`src/rtl/ray_sequencer_if.sv`:
```
// ray_seq_if: handshake and status bundle between the ray-cast sequencer and
// its datapath/downstream neighbours.
//   slave  modport (sequencer side): takes start/abort, the datapath
//          completion flags, ray distance/hit and the downstream ack;
//          drives the phase strobes, column/step indices and frame status.
//   master modport (datapath / test side): the mirror image.
interface ray_seq_if #(
  parameter int COL_W  = 10,
  parameter int STEP_W = 7,
  parameter int DIST_W = 10
);
  logic              start;
  logic              abort;
  logic              mult_done;
  logic [DIST_W-1:0] distwall;
  logic              hitwall;
  logic              ceil_done;
  logic              col_ack;

  logic              init;
  logic              mult;
  logic              loop;
  logic              ceil_calc;
  logic [COL_W-1:0]  col_idx;
  logic [STEP_W-1:0] step_cnt;
  logic              col_valid;
  logic              col_timeout;
  logic              busy;
  logic              frame_done;

  modport slave (
    input  start, abort, mult_done, distwall, hitwall, ceil_done, col_ack,
    output init, mult, loop, ceil_calc, col_idx, step_cnt,
           col_valid, col_timeout, busy, frame_done
  );

  modport master (
    output start, abort, mult_done, distwall, hitwall, ceil_done, col_ack,
    input  init, mult, loop, ceil_calc, col_idx, step_cnt,
           col_valid, col_timeout, busy, frame_done
  );
endinterface

```
`src/rtl/ray_sequencer.sv`:
```
// ray_sequencer: per-frame control FSM for a column ray caster. For every
// column it runs INIT -> (MULT -> LOOP)* -> CEIL -> EMIT, stepping a ray until
// it hits a wall, travels too far or runs out of steps, then hands the column
// result downstream with a valid/ack handshake.
// Ports:
//   clk    - single rising-edge clock
//   rst_n  - asynchronous active-low reset
//   bus    - ray_seq_if.slave: start/abort, datapath done flags, distwall,
//            hitwall, col_ack in; phase strobes, col_idx, step_cnt,
//            col_valid, col_timeout, busy, frame_done out
module ray_sequencer #(
  parameter int NUM_COLS  = 640,
  parameter int COL_W     = 10,
  parameter int DIST_W    = 10,
  parameter int MAX_DIST  = 512,
  parameter int MAX_STEPS = 64,
  parameter int STEP_W    = 7
) (
  input logic   clk,
  input logic   rst_n,
  ray_seq_if.slave bus
);

  localparam logic [COL_W-1:0]  LAST_COL   = COL_W'(NUM_COLS - 1);
  localparam logic [STEP_W-1:0] LAST_STEP  = STEP_W'(MAX_STEPS - 1);
  // One extra bit so a MAX_DIST equal to 2**DIST_W is still representable.
  localparam logic [DIST_W:0]   DIST_LIMIT = (DIST_W + 1)'(MAX_DIST);

  typedef enum logic [2:0] {IDLE, INIT, MULT, LOOP, CEIL, EMIT} state_t;

  state_t            state, state_next;
  logic [COL_W-1:0]  col_idx;
  logic [STEP_W-1:0] step_cnt;
  logic              col_timeout;
  logic              frame_done;

  logic abort_now;
  logic at_step_limit;
  logic too_far;
  logic ray_done;
  logic limit_only;
  logic last_col;

  assign abort_now     = bus.abort && (state != IDLE);
  assign at_step_limit = (step_cnt == LAST_STEP);
  assign too_far       = ({1'b0, bus.distwall} >= DIST_LIMIT);
  assign ray_done      = too_far || bus.hitwall || at_step_limit;
  // Timeout is only reported when nothing else would have ended the ray.
  assign limit_only    = at_step_limit && !too_far && !bus.hitwall;
  assign last_col      = (col_idx == LAST_COL);

  always_ff @(posedge clk or negedge rst_n) begin
    if (!rst_n) state <= IDLE;
    else        state <= state_next;
  end

  // Abort overrides every other input once a frame is running.
  always_comb begin
    state_next = state;
    if (abort_now) begin
      state_next = IDLE;
    end else begin
      unique case (state)
        IDLE:    if (bus.start)     state_next = INIT;
        INIT:                       state_next = MULT;
        MULT:    if (bus.mult_done) state_next = LOOP;
        LOOP:    state_next = ray_done ? CEIL : MULT;
        CEIL:    if (bus.ceil_done) state_next = EMIT;
        EMIT:    if (bus.col_ack)   state_next = last_col ? IDLE : INIT;
        default:                    state_next = IDLE;
      endcase
    end
  end

  // Per-ray counters are cleared on the way into INIT so they already read 0
  // during INIT; frame_done is a registered one-cycle pulse seen in the first
  // IDLE cycle after the last column is accepted.
  always_ff @(posedge clk or negedge rst_n) begin
    if (!rst_n) begin
      col_idx     <= '0;
      step_cnt    <= '0;
      col_timeout <= 1'b0;
      frame_done  <= 1'b0;
    end else begin
      frame_done <= 1'b0;
      if (abort_now) begin
        col_idx     <= '0;
        step_cnt    <= '0;
        col_timeout <= 1'b0;
      end else begin
        unique case (state)
          IDLE: if (bus.start) begin
            col_idx     <= '0;
            step_cnt    <= '0;
            col_timeout <= 1'b0;
          end
          LOOP: begin
            if (ray_done) col_timeout <= limit_only;
            else          step_cnt    <= step_cnt + STEP_W'(1);
          end
          EMIT: if (bus.col_ack) begin
            step_cnt    <= '0;
            col_timeout <= 1'b0;
            if (last_col) begin
              col_idx    <= '0;
              frame_done <= 1'b1;
            end else begin
              col_idx <= col_idx + COL_W'(1);
            end
          end
          default: ;
        endcase
      end
    end
  end

  assign bus.init        = (state == INIT);
  assign bus.mult        = (state == MULT);
  assign bus.loop        = (state == LOOP);
  assign bus.ceil_calc   = (state == CEIL);
  assign bus.col_valid   = (state == EMIT);
  assign bus.busy        = (state != IDLE);
  assign bus.col_idx     = col_idx;
  assign bus.step_cnt    = step_cnt;
  assign bus.col_timeout = col_timeout;
  assign bus.frame_done  = frame_done;

endmodule

```
`src/flat_wrapper.sv`:
```
// flat-port wrapper written by rule: the top's interface ports become plain ports
module ray_sequencer_flat 
#(
  parameter int NUM_COLS  = 640,
  parameter int COL_W     = 10,
  parameter int DIST_W    = 10,
  parameter int MAX_DIST  = 512,
  parameter int MAX_STEPS = 64,
  parameter int STEP_W    = 7
)
  (clk, rst_n, bus_start, bus_abort, bus_mult_done, bus_distwall, bus_hitwall, bus_ceil_done, bus_col_ack, bus_init, bus_mult, bus_loop, bus_ceil_calc, bus_col_idx, bus_step_cnt, bus_col_valid, bus_col_timeout, bus_busy, bus_frame_done);
  ray_seq_if #(.COL_W(COL_W), .STEP_W(STEP_W), .DIST_W(DIST_W)) bus_i ();
  input logic clk;
  input logic rst_n;
  input wire logic [$bits(bus_i.start)-1:0] bus_start;
  input wire logic [$bits(bus_i.abort)-1:0] bus_abort;
  input wire logic [$bits(bus_i.mult_done)-1:0] bus_mult_done;
  input wire logic [$bits(bus_i.distwall)-1:0] bus_distwall;
  input wire logic [$bits(bus_i.hitwall)-1:0] bus_hitwall;
  input wire logic [$bits(bus_i.ceil_done)-1:0] bus_ceil_done;
  input wire logic [$bits(bus_i.col_ack)-1:0] bus_col_ack;
  output wire logic [$bits(bus_i.init)-1:0] bus_init;
  output wire logic [$bits(bus_i.mult)-1:0] bus_mult;
  output wire logic [$bits(bus_i.loop)-1:0] bus_loop;
  output wire logic [$bits(bus_i.ceil_calc)-1:0] bus_ceil_calc;
  output wire logic [$bits(bus_i.col_idx)-1:0] bus_col_idx;
  output wire logic [$bits(bus_i.step_cnt)-1:0] bus_step_cnt;
  output wire logic [$bits(bus_i.col_valid)-1:0] bus_col_valid;
  output wire logic [$bits(bus_i.col_timeout)-1:0] bus_col_timeout;
  output wire logic [$bits(bus_i.busy)-1:0] bus_busy;
  output wire logic [$bits(bus_i.frame_done)-1:0] bus_frame_done;
  assign bus_i.start = bus_start;
  assign bus_i.abort = bus_abort;
  assign bus_i.mult_done = bus_mult_done;
  assign bus_i.distwall = bus_distwall;
  assign bus_i.hitwall = bus_hitwall;
  assign bus_i.ceil_done = bus_ceil_done;
  assign bus_i.col_ack = bus_col_ack;
  assign bus_init = bus_i.init;
  assign bus_mult = bus_i.mult;
  assign bus_loop = bus_i.loop;
  assign bus_ceil_calc = bus_i.ceil_calc;
  assign bus_col_idx = bus_i.col_idx;
  assign bus_step_cnt = bus_i.step_cnt;
  assign bus_col_valid = bus_i.col_valid;
  assign bus_col_timeout = bus_i.col_timeout;
  assign bus_busy = bus_i.busy;
  assign bus_frame_done = bus_i.frame_done;
  ray_sequencer #(.NUM_COLS(NUM_COLS), .COL_W(COL_W), .DIST_W(DIST_W), .MAX_DIST(MAX_DIST), .MAX_STEPS(MAX_STEPS), .STEP_W(STEP_W)) u_core (.clk(clk), .rst_n(rst_n), .bus(bus_i));
endmodule
```
`config.mk`:
```
export PLATFORM = sky130hd
export DESIGN_NAME = ray_sequencer_flat
export DESIGN_NICKNAME = d
export VERILOG_FILES = /design/src/rtl/ray_sequencer_if.sv /design/src/rtl/ray_sequencer.sv /design/src/flat_wrapper.sv
export SDC_FILE = /design/constraint.sdc
export NUM_CORES = 1
export LEC_CHECK = 0
export BUFFER_PORTS_ARGS = -buffer_cell sky130_fd_sc_hd__buf_2
export CORE_MARGIN = 3
export CORE_UTILIZATION = 53
export DETAILED_ROUTE_END_ITERATION = 8
export MAX_ROUTING_LAYER = met4
export PLACE_DENSITY = 0.84
export RECOVER_POWER = 100
export SYNTH_ARGS = -nofsm -noshare
export SYNTH_HDL_FRONTEND = slang
export SYNTH_SLANG_ARGS = --single-unit
export TNS_END_PERCENT = 50
```
`constraint.sdc`:
```
create_clock -name clk -period 2.9 [get_ports clk]
set_input_delay 0.29 -clock clk [delete_from_list [all_inputs] [get_ports clk]]
set_output_delay 0.29 -clock clk [all_outputs]
set_load 0.01 [all_outputs]
```
Yosys cells after proc, flatten, opt, wreduce, memory -nomap -nowiden:

Index checks and enable logic that the tools add are counted.

* memories kept: 0
* RAM bits: 0
* ROM bits: 0
* output and inout port bits: 25
* register bits: 22
* bits in latches: 0
* input port bits: 18

* multipliers: 0
* add/sub/neg operators: 2
* reduce and logical (&&, ||, !) cells: 15
* eq/ne operators: 13
* order comparisons: 1
* multiplexer cells: 27
* shift-type cells: 0
* divide/modulo/power cells: 0
* bitwise gates (word level): 0

Operators by type and width (count)
* 10-bit two-way mux: 4
* 7-bit two-way mux: 4
* 7-bit one-hot mux with 3 select lines: 1
* 10-bit one-hot mux with 2 select lines: 1
* 3-bit two-way mux: 6
* 3-bit one-hot mux with 6 select lines: 1
* 3-bit by 2-bit inequality test with 1-bit output, second input constant: 5
* 4-bit AND reduction: 3
* 10-bit by 1-bit adder with 10-bit output, second input constant: 1
* 10-bit equality test, second input constant: 1
* 10-bit >= comparator, second input constant: 1
* 1-bit two-way mux: 9
* 7-bit by 1-bit adder with 7-bit output, second input constant: 1
* 7-bit by 6-bit equality test with 1-bit output, second input constant: 1
* 3-bit by 2-bit equality test with 1-bit output, second input constant: 2
* 3-bit equality test, second input constant: 2
* 3-bit nonzero test: 2
* 4-bit nonzero test: 1
* 3-bit by 1-bit equality test with 1-bit output, second input constant: 1
* 1-bit logical AND: 3
* 3-bit logical NOT: 1
* 3-bit by 1-bit inequality test with 1-bit output, second input constant: 1
* 1-bit one-hot mux with 3 select lines: 1
* 3-bit AND reduction: 1
* 2 further kinds: 4

Longest topological paths before layout:

Gate-level depths: netlist of the first run.

* depth after elaboration: 7
* depth in mapped cells: 6
* gate-level depth less buffers: 6

Least setup slack after synthesis of the first run:

OpenSTA, ideal clock, no wires.

* kind: register to register
* start point: register u_core.state[1]
* end point: register u_core.step_cnt[1] (netlist: u_core.bus.step_cnt[1])
* slack: 1.166 ns
* cell stages (with the launch flop): 5
* required time: 2.759 ns
* clock period less this slack: 1.734 ns
* library setup time: 0.141 ns
* data arrival time: 1.594 ns
* cell sequence: dfrtp_1 > or2_2 > a222oi_1 > a22oi_1 > mux2i_1

* longest elaborated chain between the ends: 4
* elaborated cells between the ends (all ways): 12

RTL lines
* start: declaration: RTL line ray_sequencer.sv:31 `state_t state, state_next;`
* start signal: assignment: RTL line ray_sequencer.sv:54 `else state <= state_next;`
* 3-bit nonzero test: RTL line ray_sequencer.sv:44 `assign abort_now = bus.abort && (state != IDLE);`
* 1-bit logical AND: RTL line ray_sequencer.sv:44
* 3-bit by 2-bit inequality test with 1-bit output (no source line) / 4-bit nonzero test (equally long branches)
* 4-bit AND reduction (no source line)
* end signal: assignment: RTL line ray_sequencer.sv:99 `else step_cnt <= step_cnt + STEP_W'(1);`
* end: declaration: RTL line ray_sequencer.sv:33 `logic [STEP_W-1:0] step_cnt;`

Several ways; a longest one is shown, not always the timed one.
A chain may end at the register's enable or synchronous reset.

Worst setup path after layout of the first run:

* start point: register u_core.state[0]
* end point: register u_core.step_cnt[6] (netlist: u_core.bus.step_cnt[6])

The elaborated chain is that of the path after synthesis.

==> flow_metrics.py, run 1 <==
metrics = {
    "status": {
        "outcome": "completed",
    },
    "pwr": {
        "irDropWorstVdd_v": 0.000327,
        "total_power_uw": 759,
        "power.density_cell_area_nw_per_um2": 522,
        "power.leakage_nw": 0.624,
    },
    "logic_synthesis": {
        "ys.flop_type": "dfrtp_1",
        "synth_top_cell_area_share_pct": 43.6,
        "yosysSeqAreaShare_pct": 43.6,
        "synth_top_area_cell": "dfrtp_1",
        "synth_cell_types": 43,
        "syn_inst": 144,
        "synthMostInstantiatedCell": "dfrtp_1",
        "yosys_warnings": 0,
        "synth.top_cells.by_area": "dfrtp_1 (44%), o21ai_0 (5.6%), nand2_1 (4.8%), o31ai_1 (4.2%), nor2_1 (3.6%)",
        "avgSynthCellArea_sq_um": 8.77,
        "ys_ff_latch": 22,
        "synth_fp_nets": 164,
        "syn_area_sq_um": 1260,
        "synth_common_cells": "dfrtp_1 (22), nand2_1 (16), o21ai_0 (14), nor2_1 (12), o31ai_1 (7)",
        "async_reset_ff_share_pct": 100,
        "synth-edff-count": 0,
    },
    "worst_setup_path": {
        "slowest_delay_ps": 560,
        "reg2reg_depth": 5,
        "crit_required_ps": 3060,
        "r2r_end": "u_core.bus.step_cnt[6]",
        "criticalPathCategory": "flop to flop",
        "r2r-start": "u_core.state[0]",
        "endpoint_kind": "flop",
        "crit_chain": "nor3_1 -> a222oi_1 -> buf_4 -> a22oi_1 -> a21boi_0",
        "worstPathMaxFanout": 15,
        "critPathSlowestCell": "dfrtp_1",
        "start_kind": "flop",
        "regToRegSetupSlack_ps": 700,
        "arrival_ps": 2360,
    },
    "sta": {
        "slew_violations": 0,
        "worst_pin_slew_ps": 1170,
        "finalCritPeriodShare_pct": 75.7,
        "setup_tns_ps": 0,
        "worst_clock_skew_ps": 4.33,
        "fin_crit_ps": 2200,
        "fin_ws_ps": 705,
        "fmax_ghz": 0.455,
        "hold_viol_final": 0,
        "max-slew-margin-rel_pct": 22.0,
        "rsz0062_at_grt": "false",
        "setup_viol": 0,
    },
    "clock_tree": {
        "clk_pin_slew_worst_paths_ps": 120,
        "cts_root_buf": "clkbuf_4",
        "cts_resized": 0,
        "cts_sinks": 22,
        "cts_buffers": 3,
        "cts_tree": "built",
        "cts_max_path_buffers": 2,
        "postCtsSetupRepairBufs": 0,
        "clk_latency_ps": 300,
        "cts_max_level": 1,
    },
    "floorplan": {
        "die-area_sq_um": 3000,
        "io_pins": 43,
        "coreArea_sq_um": 2230,
        "num_rows": 17,
        "die_w_um": 54.8,
        "fp.dieH_um": 54.8,
        "start_util_pct": 56.5,
    },
    "placed_design": {
        "port_buffers": 33,
        "placed_cell_area_sq_um": 1450,
        "gp_congestion": 0.774,
        "hpwl_mm": 2.08,
        "dp_slack_ps": 833,
        "dp.cells": 201,
    },
    "final_layout": {
        "syn_to_final_growth_pct": 15.3,
        "regArea_sq_um": 551,
        "nets": 199,
        "drive_above_1_share_pct": 8.99,
        "instances_no_fill": 206,
        "n_antenna_cell": 0,
        "design_area_sq_um": 1460,
        "multiInputGateArea_sq_um": 659,
        "nFillCells": 218,
    },
    "min_path": {
        "holdPathStages": 2,
        "hold_class": "primary input to flop",
        "holdPathEnd": "u_core.state[0]",
        "min_from": "bus_col_ack",
    },
    "route": {
        "drt-pass1-iter-count": 4,
        "ant_nets": 0,
        "route.detailed.drc": 0,
        "wl_mm": 2.82,
        "drtIter0Drc": 39,
        "vias_per_cell": 5.83,
        "wire_per_inst_um": 13.7,
        "vias": 1200,
    },
    "global_route": {
        "overflow": 0,
        "first_global_vias": 1077,
        "grt_max_degree": 23,
        "antenna_found_initial": 0,
        "grt_pass1_wl_mm": 4.67,
        "grt_usage_pct": 21.4,
    },
    "job": {
        "maxCapViolations": 0,
    },
}
-- layer usage --
| metal | vias to the layer above | global-route usage (%) | share of wire [%] |
|---|---|---|---|
| met4 | 0 | 5.39 | 0.32 |
| met3 | 2 | 2.72 | 4.4 |
| li1 | 593 | - | - |
| met5 | - | - | 0 |
| met2 | 26 | 35.6 | 48 |
| met1 | 579 | 27.2 | 47 |
-- worst max path at each step --
stage	slack, ps	from	endpoint
detailed placement	830	u_core.state[0]	u_core.bus.step_cnt[6]
CTS	820	u_core.state[0]	u_core.bus.step_cnt[6]
global route	490	u_core.state[0]	u_core.bus.step_cnt[6]
finish	700	u_core.state[0]	u_core.bus.step_cnt[6]
floorplan	1170	u_core.state[1]	u_core.bus.step_cnt[1]
global placement	910	u_core.state[2]	u_core.bus.step_cnt[6]
-- per-stage QoR --
step	utilization, %	hold slack, ps
floorplan	-	-5.59
global placement	64.7	275
detailed placement	64.7	284
CTS	66.8	243
global route	65.2	278
finish	65.2	245
-- power by group --
part           internal [mW]  switching [mW]  total, mW
clock                 0.0765          0.0918      0.168
sequential             0.320          0.0465      0.367
combinational         0.0920           0.132      0.224
-- critical path, delay by kind of cell, from the launching register on --
kind                   cells  cell delay, ps
DFF                        1             560
buffers and inverters      1             220
and+or+nand+nor            1             410
AOI/OAI and AO/OA          3             870
-- registers in the layout, summed over array words and instances, names as in the netlist --
signal                  count
u_core.state                3
u_core.bus.step_cnt         7
u_core.bus.col_timeout      1
u_core.bus.col_idx         10
u_core.bus.frame_done       1
-- cell families (layout without fill, tap and decap cells) --
| kind of cell | Yosys count | count (layout) | synth area share, % |
|---|---|---|---|
| AO/OA/AOI/OAI | 44 | 44 | 22.4 |
| XOR/XNOR | 1 | 1 | 0.694 |
| adder cells (fa/ha/maj) | 2 | 2 | 1.98 |
| buffers and inverters | 11 | 45 | 3.77 |
| flip-flops | 22 | 22 | 43.6 |
| multiplexers | 2 | 2 | 1.59 |
| AND/OR/NAND/NOR | 62 | 62 | 26.0 |
-- repair_timing --
item,in CTS,in global routing
endpoints found under the hold margin,22,0
hold buffers,1,0
setup endpoints to repair,0,0
-- layout make-up --
class | count | area share, %
clock buffer | 4 | 2.49
timing repair buffer | 35 | 10.4
tap | 28 | 2.41
multi-input combinational | 111 | 45.3
inverter | 6 | 1.55
sequential | 22 | 37.8
-- cells in the final DEF (no fill, tap or decap), types with 6 or more instances in the layout --
| cell | count |
|---|---|
| dfrtp_1 | 22 |
| nand2_1 | 16 |
| o21ai_0 | 14 |
| inv_1 | 6 |
| buf_2 | 8 |
| a21oi_1 | 6 |
| clkbuf_1 | 25 |
| nand3_1 | 6 |
| nor2_1 | 12 |
| o31ai_1 | 7 |
Note: power is estimated with default switching activity, not from simulation.
==> run 2, diff against run 1 <==
CORE_UTILIZATION = 49   (was 53)
PLACE_DENSITY = 0.78   (was 0.84)
clock period = 2.2 ns   (was 2.9 ns; I/O delays follow)
==> flow_metrics.py, run 2 (synthesis gave the netlist of run 1 again) <==
metrics = {
    "final_layout": {
        "drive_above_1_share_pct": 11.5,
        "reg.largest.list": "u_core.bus.col_idx x10, u_core.bus.step_cnt x7, u_core.state x3",
        "nets": 203,
        "syn_to_final_growth_pct": 17.6,
        "regArea_sq_um": 551,
        "n_antenna_cell": 0,
        "multiInputGateArea_sq_um": 664,
        "final_core_util_pct": 64.1,
        "instances_no_fill": 210,
        "final_common_cell": "clkbuf_1",
        "nFillCells": 219,
        "largest_reg_flops": 10,
        "mostFrequentLayoutCells": "clkbuf_1 (25), dfrtp_1 (22), nand2_1 (16), o21ai_0 (14), nor2_1 (12)",
        "largest-register": "u_core.bus.col_idx",
    },
    "global_route": {
        "grt_usage_pct": 19.9,
        "grt_pass1_wl_mm": 5.03,
        "grt_max_degree": 23,
        "antenna_found_initial": 0,
        "overflow": 0,
        "first_global_vias": 1147,
    },
    "sta": {
        "fmax_ghz": 0.494,
        "setup_tns_ps": 0,
        "worst_pin_slew_ps": 1190,
        "max-slew-margin-rel_pct": 20.5,
        "rsz0062_at_grt": "false",
        "setup_viol": 0,
        "finalCritPeriodShare_pct": 92.1,
        "fin_crit_ps": 2030,
        "hold_viol_final": 0,
        "slew_violations": 0,
        "worst_clock_skew_ps": 2.99,
    },
    "worst_setup_path": {
        "criticalPathCategory": "flop to flop",
        "regToRegSetupSlack_ps": 170,
        "r2r-start": "u_core.state[2]",
        "start_kind": "flop",
        "endpoint_kind": "flop",
        "worstPathMaxFanout": 13,
        "path_buf_inv": 1,
        "arrival_ps": 2220,
        "r2r_end": "u_core.bus.col_idx[0]",
        "crit_required_ps": 2400,
        "critPathSlowestCell": "dfrtp_1",
        "path_delay_family": "compound AO/OA/AOI/OAI gates",
        "reg2reg_depth": 5,
        "slowest_delay_ps": 520,
        "crit_chain": "or2_2 -> a222oi_1 -> buf_4 -> nand2b_1 -> o21ai_0",
    },
    "floorplan": {
        "fp.dieH_um": 56.8,
        "coreArea_sq_um": 2320,
        "start_util_pct": 54.5,
        "die-area_sq_um": 3220,
        "die_w_um": 56.8,
        "num_rows": 17,
        "io_pins": 43,
    },
    "route": {
        "ant_nets": 0,
        "drt-pass1-iter-count": 4,
        "wl_mm": 2.94,
        "route.detailed.drc": 0,
        "wire_per_inst_um": 14.0,
        "vias_per_cell": 5.69,
        "drtIter0Drc": 35,
        "vias": 1194,
    },
    "clock_tree": {
        "postCtsSetupRepairBufs": 0,
        "cts_tree": "built",
        "clk_pin_slew_worst_paths_ps": 130,
        "clk_latency_ps": 300,
        "cts_buffers": 3,
        "cts_root_buf": "clkbuf_4",
        "cts_max_level": 1,
        "cts_max_path_buffers": 2,
        "cts_sinks": 22,
    },
    "pwr": {
        "irDropWorstVdd_v": 0.000458,
        "power_frac_comb_pct": 34.4,
        "p_sw_share_pct": 35.1,
        "total_power_mw": 1.04,
        "power.density_cell_area_nw_per_um2": 700,
        "power.leakage_nw": 0.644,
        "p_int_uw": 675,
        "seqPwrFrac_pct": 43.9,
        "clkPwrFrac_pct": 21.7,
        "p_sw_uw": 365,
    },
    "min_path": {
        "min_from": "bus_col_ack",
        "holdPathEnd": "u_core.state[0]",
        "holdPathStages": 2,
        "hold_class": "primary input to flop",
    },
    "placed_design": {
        "hpwl_mm": 2.21,
        "dp.cells": 205,
        "port_buffers": 33,
        "gp_congestion": 0.800,
    },
    "job": {
        "maxCapViolations": 0,
    },
    "status": {
        "outcome": "completed",
    },
}
==> run 2: cell count changes in the layout (fill, tap and decap cells not counted), sizes merged <==
| cell | change |
|---|---|
| buf | +4 |
==> run 2: layout make-up <==
cell class	count	area share, %
clock buffers	4	2.44
flip-flops and latches	22	37.1
multi-input cells	111	44.7
repair buffers	39	11.9
well taps	28	2.36
inverters	6	1.52
==> run 2: power by group through the flow <==
stage          Combinational, mW  Clock [mW]  Sequential, mW
2_1_floorplan              0.250           0           0.447
3_3_place_gp               0.355           0           0.462
3_5_place_dp               0.366           0           0.465
4_1_cts                    0.368       0.234           0.457
5_1_grt                    0.400       0.249           0.460
6_report                   0.358       0.225           0.456
==> run 2: worst max-delay path by stage <==
stage	start	endpoint	slack (ps)	cells after the start
6_report	u_core.state[2]	u_core.bus.col_idx[0]	170	5
5_1_grt	u_core.state[2]	u_core.bus.col_idx[0]	10	5
4_1_cts	u_core.bus.step_cnt[0]	u_core.bus.step_cnt[6]	140	6
3_5_place_dp	u_core.bus.step_cnt[0]	u_core.bus.step_cnt[6]	160	6
3_3_place_gp	u_core.state[2]	u_core.bus.col_idx[0]	240	6
2_1_floorplan	u_core.state[1]	u_core.bus.step_cnt[1]	470	4
==> run 2: stage by stage <==
step | hold slack, ps | instance area (sq um) | setup slack, ps
detailed placement | 215 | 1480 | 157
global placement | 211 | 1480 | 245
CTS | 163 | 1520 | 136
floorplan | -75.6 | 1260 | 466
global route | 187 | 1490 | 12.0
finish | 180 | 1490 | 174
==> run 2: layer usage <==
metal / vias up / part of all wire, % / GRT usage (%)
met5: - / 0 / -
met4: 0 / 0.48 / 4.97
met3: 2 / 4.8 / 2.07
met2: 30 / 49 / 34.3
met1: 557 / 46 / 25.0
li1: 605 / - / -
==> run 2: timing repair <==
| item | in CTS | in global routing |
|---|---|---|
| hold buffers | 1 | 0 |
| hold endpoints to repair | 22 | 0 |
| endpoints found under the setup margin | 0 | 1 |
| resized for setup | 0 | 1 |
